File: src/rtl/sim_frame_sequencer.sv
`default_nettype none
// ============================================================================
// Module      : sim_frame_sequencer
// Description : Top-level controller for the SPH simulator core. Restarts the
//               particle simulation, paces simulation frames to display vsync
//               (one sim frame per FRAME_DIV vsyncs), holds the simulation
//               configuration stable for a whole frame, detects hung frames
//               with a watchdog and supports pause / single-step for debug.
// Revision    : 1.0 - initial release
// ----------------------------------------------------------------------------
// Ports
//   clk_in              in   1             system clock
//   rst_in_n            in   1             asynchronous active-low reset
//   start_req           in   1             pulse: (re)initialise, top priority
//   pause               in   1             level: no new frames started
//   step                in   1             pulse: run one frame while paused
//   vsync_in            in   1             one-cycle pulse per display frame
//   frame_complete      in   1             pulse from simulator: frame done
//   particle_count_in   in   COUNTER_SIZE  requested particle count
//   grav_in             in   16            gravity (fp16)
//   pressure_in         in   16            pressure constant (fp16)
//   density_in          in   16            target density (fp16)
//   restart_sim         out  1             high for each RESTART cycle
//   new_frame           out  1             one-cycle pulse, first RUN cycle
//   particle_count_out  out  COUNTER_SIZE  count latched at RESTART
//   grav_out            out  16            gravity latched at frame start
//   pressure_out        out  16            pressure latched at frame start
//   density_out         out  16            density latched at frame start
//   frame_count         out  COUNTER_SIZE  completed frames, wraps
//   overrun             out  1             one-cycle pulse: vsync hit a RUN
//   fault               out  1             level: watchdog expired
//   state_out           out  3             encoded state for debug LEDs
// ============================================================================
module sim_frame_sequencer #(
  parameter int COUNTER_SIZE   = 16,
  parameter int FRAME_DIV      = 1,
  parameter int TIMEOUT_CYCLES = 4_000_000,
  parameter int RESET_SLACK    = 8
) (
  input  logic                    clk_in,
  input  logic                    rst_in_n,
  input  logic                    start_req,
  input  logic                    pause,
  input  logic                    step,
  input  logic                    vsync_in,
  input  logic                    frame_complete,
  input  logic [COUNTER_SIZE-1:0] particle_count_in,
  input  logic [15:0]             grav_in,
  input  logic [15:0]             pressure_in,
  input  logic [15:0]             density_in,
  output logic                    restart_sim,
  output logic                    new_frame,
  output logic [COUNTER_SIZE-1:0] particle_count_out,
  output logic [15:0]             grav_out,
  output logic [15:0]             pressure_out,
  output logic [15:0]             density_out,
  output logic [COUNTER_SIZE-1:0] frame_count,
  output logic                    overrun,
  output logic                    fault,
  output logic [2:0]              state_out
);

  // --------------------------------------------------------------------------
  // Counter widths and constants
  // --------------------------------------------------------------------------
  // tick counter only ever needs to hold FRAME_DIV-1
  localparam int TICK_W = (FRAME_DIV > 1) ? $clog2(FRAME_DIV) : 1;
  // watchdog only ever needs to hold TIMEOUT_CYCLES-1
  localparam int WD_W   = (TIMEOUT_CYCLES > 1) ? $clog2(TIMEOUT_CYCLES) : 1;
  // settle counter holds particle_count_in + RESET_SLACK without overflow
  localparam int WAIT_W = $clog2((2 ** COUNTER_SIZE) + RESET_SLACK);

  localparam logic [TICK_W-1:0] C_TICK_LAST = TICK_W'(FRAME_DIV - 1);
  localparam logic [WD_W-1:0]   C_WD_LAST   = WD_W'(TIMEOUT_CYCLES - 1);
  localparam logic [WAIT_W-1:0] C_SLACK     = WAIT_W'(RESET_SLACK);
  localparam logic [WAIT_W-1:0] C_WAIT_ONE  = WAIT_W'(1);

  localparam logic [2:0] C_ST_BOOT      = 3'd0;
  localparam logic [2:0] C_ST_RESTART   = 3'd1;
  localparam logic [2:0] C_ST_SETTLE    = 3'd2;
  localparam logic [2:0] C_ST_WAIT_TICK = 3'd3;
  localparam logic [2:0] C_ST_RUN       = 3'd4;
  localparam logic [2:0] C_ST_FAULT     = 3'd5;

  // --------------------------------------------------------------------------
  // Registers
  // --------------------------------------------------------------------------
  logic [2:0]              state_q,     state_d;
  logic [WAIT_W-1:0]       wait_cnt_q,  wait_cnt_d;
  logic [TICK_W-1:0]       tick_cnt_q,  tick_cnt_d;
  logic [WD_W-1:0]         wd_cnt_q,    wd_cnt_d;
  logic [COUNTER_SIZE-1:0] frame_cnt_q, frame_cnt_d;
  logic [COUNTER_SIZE-1:0] pcount_q,    pcount_d;
  logic [15:0]             grav_q,      grav_d;
  logic [15:0]             pressure_q,  pressure_d;
  logic [15:0]             density_q,   density_d;
  logic                    new_frame_q, new_frame_d;
  logic                    overrun_q,   overrun_d;

  // --------------------------------------------------------------------------
  // Event decode
  // --------------------------------------------------------------------------
  logic w_fire;      // a new simulation frame starts at the coming edge
  logic w_complete;  // a valid (non-stale) frame_complete in RUN
  logic w_expire;    // watchdog reached its last allowed RUN cycle
  logic w_settled;   // the settle countdown reaches zero at the coming edge

  // Paused: only step may start a frame; unpaused: the FRAME_DIV-th vsync.
  assign w_fire = (state_q == C_ST_WAIT_TICK) &&
                  ((!pause && vsync_in && (tick_cnt_q == C_TICK_LAST)) ||
                   (pause && step));

  // frame_complete seen while new_frame is still high belongs to the previous
  // frame and is discarded.
  assign w_complete = (state_q == C_ST_RUN) && frame_complete && !new_frame_q;

  assign w_expire  = (state_q == C_ST_RUN) && (wd_cnt_q == C_WD_LAST);

  // Loaded with N, the countdown leaves SETTLE after exactly N cycles
  // (immediately when N is zero).
  assign w_settled = (state_q == C_ST_SETTLE) && (wait_cnt_q <= C_WAIT_ONE);

  // --------------------------------------------------------------------------
  // State register
  // --------------------------------------------------------------------------
  always_ff @(posedge clk_in or negedge rst_in_n) begin
    if (!rst_in_n) begin
      state_q <= C_ST_BOOT;
    end else begin
      state_q <= state_d;
    end
  end

  // --------------------------------------------------------------------------
  // Next-state logic
  // --------------------------------------------------------------------------
  always_comb begin
    state_d = state_q;
    if (start_req) begin
      // start_req outranks every other event, in every state
      state_d = C_ST_RESTART;
    end else begin
      case (state_q)
        C_ST_BOOT:      state_d = C_ST_RESTART;
        C_ST_RESTART:   state_d = C_ST_SETTLE;
        C_ST_SETTLE: begin
          if (w_settled) state_d = C_ST_WAIT_TICK;
        end
        C_ST_WAIT_TICK: begin
          if (w_fire) state_d = C_ST_RUN;
        end
        C_ST_RUN: begin
          // a completion on the last watchdog cycle still counts as success
          if (w_complete)    state_d = C_ST_WAIT_TICK;
          else if (w_expire) state_d = C_ST_FAULT;
        end
        C_ST_FAULT:     state_d = C_ST_FAULT;
        default:        state_d = C_ST_BOOT;
      endcase
    end
  end

  // --------------------------------------------------------------------------
  // Datapath next-state logic
  // --------------------------------------------------------------------------
  always_comb begin
    wait_cnt_d  = wait_cnt_q;
    tick_cnt_d  = tick_cnt_q;
    wd_cnt_d    = wd_cnt_q;
    frame_cnt_d = frame_cnt_q;
    pcount_d    = pcount_q;
    grav_d      = grav_q;
    pressure_d  = pressure_q;
    density_d   = density_q;
    new_frame_d = 1'b0;
    overrun_d   = 1'b0;

    if (start_req) begin
      wait_cnt_d  = '0;
      tick_cnt_d  = '0;
      wd_cnt_d    = '0;
      frame_cnt_d = '0;
    end else begin
      case (state_q)
        C_ST_RESTART: begin
          pcount_d   = particle_count_in;
          wait_cnt_d = WAIT_W'(particle_count_in) + C_SLACK;
        end
        C_ST_SETTLE: begin
          if (w_settled) begin
            wait_cnt_d  = '0;
            tick_cnt_d  = '0;
            frame_cnt_d = '0;
          end else begin
            wait_cnt_d = wait_cnt_q - C_WAIT_ONE;
          end
        end
        C_ST_WAIT_TICK: begin
          if (w_fire) begin
            // config is frozen here and held for the whole frame
            new_frame_d = 1'b1;
            grav_d      = grav_in;
            pressure_d  = pressure_in;
            density_d   = density_in;
            tick_cnt_d  = '0;
            wd_cnt_d    = '0;
          end else if (vsync_in && (tick_cnt_q != C_TICK_LAST)) begin
            // saturating: while paused, ticks pile up at FRAME_DIV-1
            tick_cnt_d = tick_cnt_q + TICK_W'(1);
          end
        end
        C_ST_RUN: begin
          wd_cnt_d  = wd_cnt_q + WD_W'(1);
          // a vsync during RUN is dropped, not carried into tick_cnt
          overrun_d = vsync_in;
          if (w_complete) begin
            frame_cnt_d = frame_cnt_q + COUNTER_SIZE'(1);
          end
        end
        default: begin
        end
      endcase
    end
  end

  // --------------------------------------------------------------------------
  // Datapath registers
  // --------------------------------------------------------------------------
  always_ff @(posedge clk_in or negedge rst_in_n) begin
    if (!rst_in_n) begin
      wait_cnt_q  <= '0;
      tick_cnt_q  <= '0;
      wd_cnt_q    <= '0;
      frame_cnt_q <= '0;
      pcount_q    <= '0;
      grav_q      <= '0;
      pressure_q  <= '0;
      density_q   <= '0;
      new_frame_q <= 1'b0;
      overrun_q   <= 1'b0;
    end else begin
      wait_cnt_q  <= wait_cnt_d;
      tick_cnt_q  <= tick_cnt_d;
      wd_cnt_q    <= wd_cnt_d;
      frame_cnt_q <= frame_cnt_d;
      pcount_q    <= pcount_d;
      grav_q      <= grav_d;
      pressure_q  <= pressure_d;
      density_q   <= density_d;
      new_frame_q <= new_frame_d;
      overrun_q   <= overrun_d;
    end
  end

  // --------------------------------------------------------------------------
  // Output logic
  // --------------------------------------------------------------------------
  // restart_sim and fault decode straight from the state register, so reset
  // drives them low asynchronously and restart_sim can never coincide with
  // new_frame (which is only ever high in RUN).
  always_comb begin
    restart_sim        = (state_q == C_ST_RESTART);
    fault              = (state_q == C_ST_FAULT);
    state_out          = state_q;
    new_frame          = new_frame_q;
    overrun            = overrun_q;
    frame_count        = frame_cnt_q;
    particle_count_out = pcount_q;
    grav_out           = grav_q;
    pressure_out       = pressure_q;
    density_out        = density_q;
  end

endmodule
`default_nettype wire

File: config.mk
export PLATFORM = sky130hd
export DESIGN_NAME = sim_frame_sequencer
export DESIGN_NICKNAME = d
export VERILOG_FILES = /design/src/rtl/sim_frame_sequencer.sv
export SDC_FILE = /design/constraint.sdc
export NUM_CORES = 1
export LEC_CHECK = 0
export ABC_AREA = 0
export CORE_UTILIZATION = 45
export DETAILED_ROUTE_END_ITERATION = 8
export PLACE_DENSITY = 0.72
export SLEW_MARGIN = 10
export SYNTH_ARGS = -nofsm -noshare
export SYNTH_HDL_FRONTEND = slang
export SYNTH_SLANG_ARGS = --single-unit
File: constraint.sdc
create_clock -name clk_in -period 2.6 [get_ports clk_in]
set_input_delay 0.26 -clock clk_in [delete_from_list [all_inputs] [get_ports clk_in]]
set_output_delay 0.26 -clock clk_in [all_outputs]
set_load 0.005 [all_outputs]
==> results.md, run 1 <==
* Outcome: completed
* CTS resizes at 0
* Crit start category: flip-flop
* Tightest Hold Check Type: primary input to async pin
* Slew Limit Fails at 0
* Initial antenna violation count at 0
* Pwr dens at 1035 mW/mm^2
* Layout Cell Area excl Fill at 0.008979 mm^2
* Slack of the critical path at 189.6 ps
* Initial Util at 46.39%
* Final wirelength at 17070 um
* Highest Signal Layer: met4
* Clock Path Buffers at 2
* CTS Sinks at 125
* Top post-synthesis cells by count: dfrtp_1 (125), mux2_2 (63), nand2_1 (52)
* Netlist cell types at 68
* Worst setup EP type: output port
* GRT Util Overall at 24.00%
* Routed vias at 5641
* Final Hold Viols at 0
* Power, Total at 9.297 mW
* Post-route core utilization at 64.43%
* Via density at 5.798
* Die area at 0.01485 mm^2
* DRT iter0 DRCs at 411
* Crit path arrival time at 2150 ps
* Final setup viols at 0
* Total gr overflow at 0
* Crit Path Max Fanout at 12
* Cell Count Post-Placement at 940
* I/O Buffers at 157
* Place WS at 307.7 ps
* Largest net degree at the start of global routing at 50
* RR Endpoint: wait_cnt_q[12]
* Worst Skew at 5.375 ps
* Yosys reg bits at 125
* CP peak stage delay at 650 ps
* Fmax at 414.9 MHz
* Share of cells above drive strength 1 at 17.91%
* Leakage power at 3.662 nW
* Slew HR at 56.27%
* Multi-input combinational cell area at 0.003107 mm^2
* H-tree depth reported by CTS at 4
* Area share of the leading cell type in the synthesized netlist at 48.38%
* Final min period at 2410 ps
* DRT Pass-1 Iters at 5
* CTS Buf Count at 17
* Syn_area_per_cell at 10.56 um^2
* Post-synthesis cell count at 612
* Crit-path slowest cell: dfrtp_1
* CTS tree: yes
* Fin crit share at 92.71%
* Synthesized cell area at 0.006465 mm^2
* Crit Path Class: flip-flop to output port
* Routed met2 length at 8405 um
* Sequential area share after synthesis at 48.38%
* Worst skew pair latency at 420 ps
* Worst Reg-to-Reg Cells at 7
* Max Cap Viol at 0
* Top_reg_cell synth: dfrtp_1
* I/O pins at 158
* Worst-Margin Slew at 655.9 ps
* Core Rows at 43
* Largest area contributor in the netlist: dfrtp_1
* Die height at 121.9 um
* Largest cells by area after synthesis: dfrtp_1 (48%), mux2_2 (11%), o21ai_0 (3.0%)
* Met1 wire length at 7204 um
* Core Area at 0.01393 mm^2
* Register area at 0.003128 mm^2
* # diodes at 0
* Clk slew on worst S/H paths at 60 ps
* Syn-to-layout area delta at 38.88%
* First-pass GRT wire length at 28040 um
* Fill cells at 1094
* Vias in the first global route at 5655
* Post-DRT Antenna Nets at 0
* Post-synth EDFFs at 0
* Ys async rst share at 100.0%
* Non-filler cells, final at 973
* Crit path cell chain: buf_4 > inv_1 > nor2_1 > clkdlybuf4s50_1
* Most frequent cell after synthesis: dfrtp_1
* Post-DP HPWL at 12110 um
* Final nets at 856
* Syn Nets at 688
* GP Congestion at 0.9267
* Die X at 121.9 um
* Critical R2R Launch: wait_cnt_q[0]
* Wire per inst at 17.54 um
* DR WL met3 at 1123 um
* Unrepaired setup endpoints after global routing: false
* Critical Path RT at 2340 ps
* Placed cell area at 0.008303 mm^2
* IR Drop Worst-Case VDD at 0.0007200 V
* Worst hold slack at 413.1 ps
* Clock root buffer: clkbuf_16
* # DRC at 0
* Ys Warns at 0
* R2r setup slk at 290 ps
* Setup TNS at 0 ps
[timing repair]
| action | CTS | global route |
|---|---|---|
| hold buffers | 1 | 0 |
| endpoints found under the hold margin | 46 | 0 |
| setup buffers | 0 | 0 |
[worst max path at each step]
stage | start | end | slack, ps
6_report | state_out[2] | fault | 190
3_3_place_gp | particle_count_in[3] | wait_cnt_q[15] | 340
5_1_grt | state_out[2] | fault | 110
4_1_cts | state_out[2] | fault | 190
2_1_floorplan | wait_cnt_q[1] | wait_cnt_q[0] | 660
3_5_place_dp | particle_count_in[3] | wait_cnt_q[15] | 310
[kinds of logic (layout without fill, tap and decap cells)]
family | count (synthesis) | count (layout) | synth area share (%)
AO/OA/AOI/OAI | 155 | 155 | 16.01
XOR/XNOR | 11 | 11 | 1.490
adder cells (fa/ha/maj) | 5 | 5 | 0.9677
buffers and inverters | 49 | 230 | 3.696
flip-flops | 125 | 125 | 48.38
multiplexers | 66 | 66 | 11.44
AND/OR/NAND/NOR | 201 | 201 | 18.02
[cell type report]
cell class / count / area share (%)
flip-flops and latches: 125 / 34.84
multi-input cells: 438 / 34.60
repair buffers: 181 / 19.93
clock buffers: 19 / 5.045
well taps: 180 / 2.508
clock inverters: 13 / 2.369
inverters: 17 / 0.7107
[power by group]
| group | internal, mW | leakage, nW | switching, mW |
|---|---|---|---|
| registers | 2.57 | 1.61 | 0.474 |
| logic | 2.02 | 1.74 | 1.56 |
| clock network | 1.76 | 0.316 | 0.913 |
[sequential cells by signal (all words and copies together), names as in the netlist]
signal and count:
pressure_out 16, overrun 1, particle_count_out 16, frame_count 16, tick_cnt_q 1, state_out 3
wait_cnt_q 17, wd_cnt_q 22, density_out 16, new_frame 1, grav_out 16
[critical path, delay by kind of cell (launching register included)]
kind	cells	cell delay, ps
flops	1	650
simple gates	1	150
buf+inv	3	930
[per-layer routing]
metal	vias up	track usage, %
met5	-	0
li1	2629	-
met3	26	6.414
met2	215	38.10
met4	0	9.336
met1	2771	31.13
[cells in the final DEF (no fill, tap or decap), types with 4 or more instances in the layout]
cell type / n
inv_1: 17
ha_1: 5
nor2_1: 33
clkdlybuf4s50_1: 156
and3_1: 7
or4_1: 5
mux2_2: 63
o311ai_0: 4
o211ai_1: 6
nor4_1: 7
nand4b_1: 4
nand2_1: 52
a31oi_1: 19
nand2b_1: 4
o31ai_1: 16
a21oi_1: 20
dfrtp_1: 125
bufinv_16: 5
nand3_1: 32
clkbuf_16: 17
o2bb2ai_1: 4
nand4_1: 8
buf_4: 21
a41oi_1: 6
xnor2_1: 6
a211oi_1: 5
o22ai_1: 4
xor2_1: 5
o21ai_0: 39
nor3_1: 13
or3_1: 5
and2_1: 6
a22o_1: 5
Power figures use the tool's default switching activity.
==> run 2: changes to the inputs <==
--- a/config.mk
+++ b/config.mk
@@ -6,9 +6,10 @@
 export NUM_CORES = 1
 export LEC_CHECK = 0
 export ABC_AREA = 0
-export CORE_UTILIZATION = 45
+export CORE_UTILIZATION = 30
 export DETAILED_ROUTE_END_ITERATION = 8
-export PLACE_DENSITY = 0.72
+export GPL_TIMING_DRIVEN = 0
+export PLACE_DENSITY = 0.51
 export SLEW_MARGIN = 10
 export SYNTH_ARGS = -nofsm -noshare
 export SYNTH_HDL_FRONTEND = slang
==> results.md, run 2 (synthesis gave the netlist of run 1 again) <==
* Outcome: completed (unchanged)
* # diodes at 0 (unchanged)
* Most frequent cells in the layout: clkdlybuf4s50_1 (155), dfrtp_1 (124), mux2_2 (63), nand2_1 (52), o21ai_0 (39) (was clkdlybuf4s50_1 (156), dfrtp_1 (125), mux2_2 (63), nand2_1 (52), o21ai_0 (39))
* Tightest Hold Check Type: primary input to async pin (unchanged)
* Total gr overflow at 0 (unchanged)
* Placed cell area at 0.008399 mm^2 (was 0.008303 mm^2)
* Cell Count Post-Placement at 1044 (was 940)
* Syn-to-layout area delta at 40.10% (was 38.88%)
* Leakage power at 3.650 nW (was 3.662 nW)
* Vias in the first global route at 5686 (was 5655)
* Max Cap Viol at 0 (unchanged)
* CTS Sinks at 125 (unchanged)
* I/O Buffers at 156 (was 157)
* Core Area at 0.02109 mm^2 (was 0.01393 mm^2)
* Initial Util at 30.66% (was 46.39%)
* DRT iter0 DRCs at 409 (was 411)
* Post-CTS Setup Bufs at 0 (unchanged)
* Crit start category: flip-flop (unchanged)
* Crit Path Class: flip-flop to output port (unchanged)
* Fill cells at 2017 (was 1094)
* Initial antenna violation count at 0 (unchanged)
* Via density at 5.319 (was 5.798)
* Share of cells above drive strength 1 at 18.08% (was 17.91%)
* IR Drop Worst-Case VDD at 0.0004494 V (was 0.0007200 V)
* Final min period at 2473 ps (was 2410 ps)
* Clk slew on worst S/H paths at 60 ps (about the same)
* Die X at 148.8 um (was 121.9 um)
* Die height at 148.8 um (was 121.9 um)
* Max reg flops at 22 (unchanged)
* Largest regs: wd_cnt_q: 22 flops, wait_cnt_q: 17 flops (unchanged)
* Top reg by flops: wd_cnt_q (unchanged)
* Non-filler cells, final at 1077 (was 973)
* R2r setup slk at 240 ps (was 290 ps)
* GP Congestion at 0.8651 (was 0.9267)
* # DRC at 0 (unchanged)
* GRT Util Overall at 17.56% (was 24.00%)
* Slew HR at 40.26% (was 56.27%)
* Most common cell after layout, fill and taps aside: clkdlybuf4s50_1 (unchanged)
* Critical Path RT at 2340 ps (about the same)
* Routed vias at 5729 (was 5641)
* Crit path arrival time at 2210 ps (was 2150 ps)
* Pwr dens at 1025 mW/mm^2 (was 1035 mW/mm^2)
* Final setup viols at 0 (unchanged)
* Fmax at 404.3 MHz (was 414.9 MHz)
* DRT Pass-1 Iters at 5 (unchanged)
* CTS tree: yes (unchanged)
* Layout Cell Area excl Fill at 0.009057 mm^2 (was 0.008979 mm^2)
* Post-DP HPWL at 13810 um (was 12110 um)
* H-tree depth reported by CTS at 4 (unchanged)
* Final nets at 865 (was 856)
* Worst setup EP type: output port (unchanged)
* Core Rows at 53 (was 43)
* Die area at 0.02214 mm^2 (was 0.01485 mm^2)
* Wire per inst at 17.61 um (was 17.54 um)
* Worst skew pair latency at 420 ps (about the same)
* Post-DRT Antenna Nets at 0 (unchanged)
* CTS Buf Count at 17 (unchanged)
* Clock root buffer: clkbuf_16 (unchanged)
* Final Hold Viols at 0 (unchanged)
* I/O pins at 158 (unchanged)
* Clock Path Buffers at 2 (unchanged)
* Fin crit share at 95.12% (was 92.71%)
* Worst-Margin Slew at 888.6 ps (was 655.9 ps)
* First-pass GRT wire length at 30290 um (was 28040 um)
* Worst Skew at 9.447 ps (was 5.375 ps)
* Unrepaired setup endpoints after global routing: false (unchanged)
* Slew Limit Fails at 0 (unchanged)
* Largest net degree at the start of global routing at 78 (was 50)
* Crit Path Max Fanout at 10 (was 12)
* Final wirelength at 18970 um (was 17070 um)
run 2: cell types whose count changed in the layout (fill, tap and decap cells not counted), sizes merged:
cell	change
buf	+1
bufinv	-1
clkbuf	+8
clkdlybuf4s50	-1
clkinv	-4
clkinvlp	+1
inv	+5
run 2: path summary, 6_finish.rpt:
path	end	cells after the start	from
max	fault	5	state_out[0]
min	wd_cnt_q[10]	2	rst_in_n
max reg2reg	grav_out[15]	6	tick_cnt_q
min reg2reg	frame_count[15]	1	frame_count[15]
max in group asynchronous	density_out[12]	3	rst_in_n
min in group clk_in	frame_count[11]	4	start_req
run 2: area by class of cell:
cell class,instances,area (um^2),area share (%)
plain buffers,32,175.2,1.934
clock buffers,18,439.2,4.849
clock inverters,14,205.2,2.266
inverters,17,63.81,0.7045
multi-input cells,438,3100,34.23
flip-flops and latches,125,3129,34.55
well taps,275,344.1,3.799
repair buffers,158,1600,17.67
run 2: what timing repair did:
action                                  in CTS  in global routing
endpoints found under the setup margin       0                  2
gates resized for setup                      0                  2
endpoints found under the hold margin       48                  0
hold buffers                                 1                  0
run 2: metal layers:
metal / track usage [%] / part of all wire [%] / vias to the layer above
met1: 22.87 / 44 / 2844
li1: - / - / 2652
met3: 4.128 / 5.4 / 31
met2: 27.85 / 48 / 202
met4: 7.551 / 2.2 / 0
met5: 0 / 0 / -
run 2: per-stage QoR:
stage	worst slack (ps)	power (mW)	utilization (%)	setup TNS (ps)	hold slack, ps
4_1_cts	75.91	9.353	42.93	0	360.1
3_5_place_dp	-193.2	6.670	39.83	-1660	241.8
2_1_floorplan	656.6	4.816	-	0	-35.59
3_3_place_gp	-3897	6.617	39.69	-487220	461.2
6_report	126.8	9.288	42.95	0	346.8
5_1_grt	48.47	9.811	42.95	0	386.3
run 2: power breakdown:
part	leakage [nW]	switching [mW]	total [mW]	internal, mW
Clock	0.303	0.976	2.63	1.65
Combinational	1.74	1.68	3.66	1.98
Sequential	1.61	0.426	3.00	2.57
Total	3.65	3.08	9.29	6.21
run 2: worst max-delay path, stage by stage (launching register included):
cell and delay (ps):
dfrtp_1 380, buf_4 200, buf_2 260, nand2b_1 140
nor2_1 230, clkdlybuf4s50_1 570
